$ cat src/rtl/result_trace_buffer.sv
// result_trace_buffer: captures per-lane writeback results into a DEPTH-entry ring
// and lets the board freeze the ring and step through its history with two buttons.
module result_trace_buffer #(
    parameter int unsigned LANES = 2,
    parameter int unsigned WIDTH = 32,
    parameter int unsigned DEPTH = 8
) (
    input  logic                           hz100,
    input  logic                           reset,
    input  logic                           en,
    input  logic [LANES-1:0]               lane_valid,
    input  logic [LANES*WIDTH-1:0]         lane_data,
    input  logic                           hold,
    input  logic                           clear,
    input  logic                           btn_back,
    input  logic                           btn_fwd,
    input  logic [((LANES > 1) ? $clog2(LANES) : 1)-1:0] sel_lane,
    output logic [WIDTH-1:0]               disp_data,
    output logic                           disp_valid,
    output logic [$clog2(DEPTH+1)-1:0]     count,
    output logic [$clog2(DEPTH)-1:0]       offset,
    output logic                           wrapped
);

    localparam int unsigned PW = $clog2(DEPTH);
    localparam int unsigned CW = $clog2(DEPTH + 1);

    // Ring storage; contents are never reset, validity is tracked by r_count.
    logic [LANES-1:0]       r_mem_mask [DEPTH];
    logic [LANES*WIDTH-1:0] r_mem_data [DEPTH];

    logic [PW-1:0]    r_wr_ptr;
    logic [CW-1:0]    r_count;
    logic [PW-1:0]    r_offset;
    logic             r_wrapped;
    logic             r_prev_back;
    logic             r_prev_fwd;
    logic [WIDTH-1:0] r_disp_data;
    logic             r_disp_valid;

    logic                   w_rise_back;
    logic                   w_rise_fwd;
    logic                   w_write;
    logic                   w_full;
    logic [PW-1:0]          w_rd_addr;
    logic [PW-1:0]          w_offset_d;
    logic [CW-1:0]          w_offset_ext;
    logic [LANES-1:0]       w_entry_mask;
    logic [LANES*WIDTH-1:0] w_entry_data;
    logic [WIDTH-1:0]       w_disp_data;
    logic                   w_disp_valid;

    // Write qualification, button edges and view address.
    always_comb begin
        w_rise_back  = btn_back & ~r_prev_back;
        w_rise_fwd   = btn_fwd & ~r_prev_fwd;
        w_write      = en & ~hold & ~clear & (|lane_valid);
        w_full       = (r_count == CW'(DEPTH));
        w_rd_addr    = r_wr_ptr - PW'(1) - r_offset;
        w_offset_ext = CW'(r_offset);
    end

    // Browse offset: forced to newest when live, clamped to [0, count-1] when held.
    always_comb begin
        w_offset_d = r_offset;
        if (!hold || (r_count == '0)) begin
            w_offset_d = '0;
        end else if (w_rise_back && !w_rise_fwd) begin
            if ((w_offset_ext + CW'(1)) < r_count) begin
                w_offset_d = r_offset + PW'(1);
            end
        end else if (w_rise_fwd && !w_rise_back) begin
            if (r_offset != '0) begin
                w_offset_d = r_offset - PW'(1);
            end
        end
    end

    // Select the viewed entry's lane; out-of-range lanes and an empty ring show zero.
    always_comb begin
        w_entry_mask = r_mem_mask[w_rd_addr];
        w_entry_data = r_mem_data[w_rd_addr];
        w_disp_data  = '0;
        w_disp_valid = 1'b0;
        if (r_count != '0) begin
            for (int i = 0; i < int'(LANES); i++) begin
                if (int'(sel_lane) == i) begin
                    w_disp_data  = w_entry_data[i*WIDTH +: WIDTH];
                    w_disp_valid = w_entry_mask[i];
                end
            end
        end
    end

    // Ring storage write port.
    always_ff @(posedge hz100) begin
        if (!reset && w_write) begin
            r_mem_mask[r_wr_ptr] <= lane_valid;
            r_mem_data[r_wr_ptr] <= lane_data;
        end
    end

    // Control state: pointers, occupancy, view offset, button history and display.
    always_ff @(posedge hz100) begin
        if (reset) begin
            r_wr_ptr     <= '0;
            r_count      <= '0;
            r_offset     <= '0;
            r_wrapped    <= 1'b0;
            r_prev_back  <= 1'b0;
            r_prev_fwd   <= 1'b0;
            r_disp_data  <= '0;
            r_disp_valid <= 1'b0;
        end else begin
            r_prev_back  <= btn_back;
            r_prev_fwd   <= btn_fwd;
            r_disp_data  <= w_disp_data;
            r_disp_valid <= w_disp_valid;
            if (clear) begin
                r_wr_ptr  <= '0;
                r_count   <= '0;
                r_offset  <= '0;
                r_wrapped <= 1'b0;
            end else begin
                r_offset <= w_offset_d;
                if (w_write) begin
                    r_wr_ptr <= r_wr_ptr + PW'(1);
                    if (w_full) begin
                        r_wrapped <= 1'b1;
                    end else begin
                        r_count <= r_count + CW'(1);
                    end
                end
            end
        end
    end

    assign disp_data  = r_disp_data;
    assign disp_valid = r_disp_valid;
    assign count      = r_count;
    assign offset     = r_offset;
    assign wrapped    = r_wrapped;

endmodule

$ cat config.mk
export PLATFORM = sky130hd
export DESIGN_NAME = result_trace_buffer
export DESIGN_NICKNAME = d
export VERILOG_FILES = /design/src/rtl/result_trace_buffer.sv
export SDC_FILE = /design/constraint.sdc
export NUM_CORES = 1
export LEC_CHECK = 0
export ABC_AREA = 1
export BUFFER_PORTS_ARGS = -buffer_cell sky130_fd_sc_hd__buf_2
export CAP_MARGIN = 20
export CORE_MARGIN = 1.5
export CORE_UTILIZATION = 30
export DETAILED_ROUTE_END_ITERATION = 8
export GPL_TIMING_DRIVEN = 0
export HOLD_SLACK_MARGIN = 0.08
export PLACE_DENSITY = 0.54
export SLEW_MARGIN = 0
export SYNTH_ARGS = -nofsm -noshare
export SYNTH_HDL_FRONTEND = slang
export SYNTH_SLANG_ARGS = --single-unit
export TNS_END_PERCENT = 5
$ cat constraint.sdc
create_clock -name hz100 -period 11.85 [get_ports hz100]
set_clock_uncertainty 0.05 [all_clocks]
set_input_delay 1.7775 -clock hz100 [delete_from_list [all_inputs] [get_ports hz100]]
set_output_delay 1.7775 -clock hz100 [all_outputs]
set_load 0.1 [all_outputs]
# --- Word level (Yosys, flattened, before mapping) ---
# Memories as Yosys holds them, arrays and structs flattened.
# Index checks and enable logic that the tools add are counted.
# Widths: inputs -> output; s select.
word_totals:
  output_inout_bits: 41
  n_memories: 2
  regBits: 46
  word_cells: 59
  ramBits: 528
op_classes:
  n_reduce_logical: 20
  order_cmp: 1
  addsub: 7
  n_mux: 8
  bitwise: 11
  eq_ne: 2
memory_table:
  columns: ["name", "depth", "word_bits", "rd", "rd_clocked_by_memory_dff", "wr", "line", "source"]
  rows:
  - ["r_mem_data", 8, 64, 1, 0, 1, "30", "logic [LANES*WIDTH-1:0] r_mem_data [DEPTH];"]
  - ["r_mem_mask", 8, 2, 1, 0, 1, "29", "logic [LANES-1:0] r_mem_mask [DEPTH];"]
op_table:
  columns: ["cell", "n"]
  rows:
  - ["$mux 32", 1]
  - ["$mux 3", 4]
  - ["$add 3x1->3 const B", 2]
  - ["$not 1->1", 6]
  - ["$reduce_or 2->1", 3]
  - ["$sub 3x1->3 const B", 2]
  - ["$and 1x1->1", 5]
  - ["$add 3x1->4 const B", 1]
  - ["$add 4x1->4 const B", 1]
  - ["$eq 4x4->1 const B", 1]
  - ["$logic_not 1->1", 4]
  - ["$logic_not 4->1", 1]
  - ["$lt 4x4->1", 1]
  - ["$reduce_and 2->1", 2]
  - ["$reduce_bool 2->1", 2]
  - ["$reduce_bool 4->1", 1]
  - ["$logic_and 1x1->1", 3]
  - ["$mux 1", 3]
  - ["$reduce_and 3->1", 1]
  - ["$reduce_bool 3->1", 1]
  - ["$reduce_or 3->1", 1]
  - ["$sub 3x3->3", 1]
  - ["$ne 2x1->1 const B", 1]
  - ["$logic_or 1x1->1", 1]

# --- Logic depth before layout (Yosys ltp) ---
logic_depth:
  ltp_word: 7
  ltp_mapped: 14
  mapped_depth_nobuf: 13

# --- Worst setup path before layout ---
# OpenSTA, ideal clock, no wires.
synth_timing:
  path_kind: "input port to flip-flop"
  from: "input port clear"
  to: "memory r_mem_data[4][0] (netlist bit), enable pin"
  setup_ns: 0.571
  slack_ns: 4.368
  t_arrival_ns: 6.861
  path_stages: 5
  path_buffers: 0
  path_cell_list: "nor2_1 -> inv_1 -> nor2_1 -> nand2_1 -> nor3_1"
synth_via:
  elab_chain_cells: 6
synth_rtl:
  columns: ["item", "line", "source"]
  rows:
  - ["start: declaration", "14", "input logic clear,"]
  - ["$not 1->1", "57", "w_write = en & ~hold & ~clear & (|lane_valid);"]
  - ["$and 1x1->1 (2 in series)", "57", null]
  - ["$logic_and 1x1->1", "97", "if (!reset && w_write) begin"]
  - ["$mux 1", "97", null]
  - ["$mux 1 (not written as such)", "99", "r_mem_data[r_wr_ptr] <= lane_data;"]
  - ["end: declaration", "30", null]
# No other way between the ends.

# --- Worst setup path after layout ---
layout_timing:
  from: "input port lane_valid[1]"
  to: "memory r_mem_data[5][2] (netlist bit), enable pin"
layout_via:
  elab_chain_cells: 5
layout_rtl:
  columns: ["item", "line", "source"]
  rows:
  - ["start: declaration", "11", "input logic [LANES-1:0] lane_valid,"]
  - ["$reduce_or 2->1", "57", null]
  - ["$and 1x1->1", "57", null]
  - ["$logic_and 1x1->1", "97", null]
  - ["$mux 1", "97", null]
  - ["$mux 1 (not written as such)", "99", null]
# No other way between the ends.

==> flow_summary.yaml <==
outcome:
  status: "finished, final reports clean"
setup_path:
  cp_data_arrival_time_ps: 4090
  r2r-end: "disp_data[21]"
  rrSetupSlack_ps: 8570
  cp-start-kind: "input port"
  worstSetupEndpointType: "register"
  crit_required_ps: 12120
  path_class: "in2reg"
  path_max_fanout: 11
  reg2reg_depth: 12
  rr_startpoint: "offset[0]"
cells_and_area:
  syn_to_final_growth_pct: 18.6
  nets: 2374
  layout-drive-gt1-share_pct: 14.3
  design_area_um2: 27700
  final_util_pct: 35.8
global_routing:
  antenna_found_initial: 11
  track_usage_pct: 17.0
  grt_pass1_wl_um: 99700
  grt_overflow: 0
  grt_max_degree: 28
  grt_pass1_vias: 15500
placed_design:
  postPlaceCellArea_um2: 25800
  hpwlAfterDp_um: 47100
  portBuffers: 113
  gp_congestion: 0.792
  pre_cts_ws_ps: 7420
routing:
  wl_um: 67000
  firstDrtPassIters: 5
  vias_per_cell: 4.66
  drtIter0Drc: 1250
  num_vias: 15800
  drtAntennaViolNets: 0
  drc_errors: 0
  wl_per_cell_um: 19.8
synthesis:
  synthDistinctLibCells: 27
  ys.flop_type: "edfxtp_1"
  synth.top_cell.area_share_pct: 67.9
  synthTopCellsByCount: "nand2_1, edfxtp_1, nor2_1"
  synth_edf_count: 528
  ys_ff_latch: 574
  yosysTopAreaCell: "edfxtp_1"
  synth.area.top_cells: "edfxtp_1, nand2_1, dfxtp_1"
  syn_nets: 2168
  yosysWarnings: 0
  synth_most_common_cell: "nand2_1"
  avgSynthCellArea_um2: 11.2
  ys_seq_area_share_pct: 71.9
  async_flop_share_pct: 0
  netlist_instances: 2082
  netlist_area_um2: 23300
worst_hold_path:
  hp-class: "reg2reg"
  min_path_cells: 2
  min_from: "wrapped"
  min_to: "wrapped"
power_and_ir_drop:
  switching_share_pct: 22.1
  p_leak_nw: 10.6
  p_comb_share_pct: 5.2
  p_per_area_nw_per_um2: 153
  pwr-share-seq_pct: 52.4
  peakVddDrop_mv: 0.110
  clockPowerShare_pct: 42.4
  switching_power_mw: 0.937
  p_int_mw: 3.30
sta:
  hold_violations: 0
  tightest_slew_ps: 1010
  finalCritPeriodShare_pct: 32.2
  timing.fmax_mhz: 262
  relSlewSlack_pct: 32.3
  final.min_clock_period_ps: 3820
  hold_slack_ps: 397
  fin_ws_ps: 8030
  rsz0062_at_grt: "no"
  slew_violations: 0
  setup_viol: 0
clock_network:
  ctsResizeCount: 0
  root_buffer: "clkbuf_16"
  worstSkewPairLatency_ps: 630
  postCtsSetupBuffers: 0
  cts_buffer_depth: 3
  cts_hold_buf: 0
  clk_pin_slew_ps: 60
  numCtsBuffers: 60
  clkSinkCount: 574
  cts_tree: "yes"
  h-tree-depth: 2
floorplanning:
  initial_utilization_pct: 30.2
  die_h_um: 282
  die_area_um2: 79500
  coreArea_um2: 77200
  rows: 102
  ios: 115
  die_x_um: 282
job:
  cap_violations: 0
==> per-stage QoR <==
stage	power [mW]	TNS, ps	instances
after floorplan	2.38	0	2082
after global routing	4.36	0	3378
after detailed placement	2.48	0	3266
after global placement	2.48	-30300	3235
after CTS	4.27	0	3378
final	4.23	0	3379
==> cells by family (layout without fill, tap and decap cells) <==
| family | count (synthesis) | count (layout) | share of synthesized area, % |
|---|---|---|---|
| AND/OR/NAND/NOR | 1011 | 1011 | 17.0 |
| XOR/XNOR | 4 | 4 | 0.150 |
| AO/OA/AOI/OAI | 209 | 209 | 5.22 |
| buffers and inverters | 272 | 528 | 5.02 |
| flip-flops | 574 | 574 | 71.9 |
| adder cells (fa/ha/maj) | 12 | 12 | 0.708 |
| other | 0 | 1 | 0 |
==> cell type report <==
type                       instances  area (um^2)
multi-input combinational       1236         5450
clock inverter                    28          168
tap                             1040         1300
timing repair buffer             144         1100
antenna                            1         2.50
fill                            7585        49500
inverter                         162          613
clock buffer                      84         1710
sequential                       574        16800
buffer                           110          558
==> critical path, stage by stage <==
cell     delay [ps]
buf_2           230
inv_1           150
a21oi_1         250
nand3_1         330
nor3_2          720
buf_8           240
buf_6           170
buf_6           190
==> power groups by stage <==
stage                     sequential (mW)  combinational (mW)  clock, mW
after global routing                 2.22               0.242       1.91
after global placement               2.26               0.215          0
after detailed placement             2.26               0.220          0
final                                2.22               0.220       1.80
after CTS                            2.22               0.221       1.83
after floorplan                      2.28               0.107          0
==> state kept, by name (all words and copies together), names as in the netlist <==
register and cells:
r_prev_fwd 1, count 4, offset 3, disp_data 32, r_prev_back 1, disp_valid 1
r_wr_ptr 3, wrapped 1, r_mem_mask 16, r_mem_data 512
==> layout by cell type (no fill, tap or decap), types with 2 or more instances in the layout <==
master and instances:
clkbuf_1 30, clkinv_2 16, nor2_4 6, clkbuf_8 8, inv_2 2, nor2_1 209
or2_2 2, a21oi_1 39, dfxtp_1 46, buf_2 184, nor3_2 2, edfxtp_1 528
o21ai_1 58, xor2_1 3, buf_16 6, nor3_1 2, nand2_1 663, buf_6 14
nand3_1 123, clkinv_1 9, clkbuf_16 62, buf_1 10, o21ai_0 43, inv_1 158
buf_4 13, fa_1 2, o211ai_1 69, ha_1 10, buf_12 10, inv_4 2
==> worst max-delay path by stage <==
| stage | start | endpoint | depth (start not counted) |
|---|---|---|---|
| 3_3_place_gp | reset | r_mem_data[4][57] | 6 |
| 2_1_floorplan | clear | r_mem_data[4][0] | 5 |
| 3_5_place_dp | lane_valid[1] | r_mem_data[7][59] | 7 |
| 5_1_grt | lane_valid[1] | r_mem_data[7][30] | 7 |
| 6_report | lane_valid[1] | r_mem_data[5][2] | 8 |
| 4_1_cts | lane_valid[1] | r_mem_data[7][55] | 7 |
==> metal layers <==
layer / vias up / track usage [%] / share of wire [%] / wire [um]
li1: 7424 / - / - / -
met1: 7696 / 22.7 / 43 / 29000
met2: 518 / 28.2 / 48 / 32000
met4: 16 / 4.60 / 1.9 / 1300
met3: 104 / 3.16 / 6.9 / 4640
met5: - / 0 / 0.15 / 98
Power figures use the tool's default switching activity.
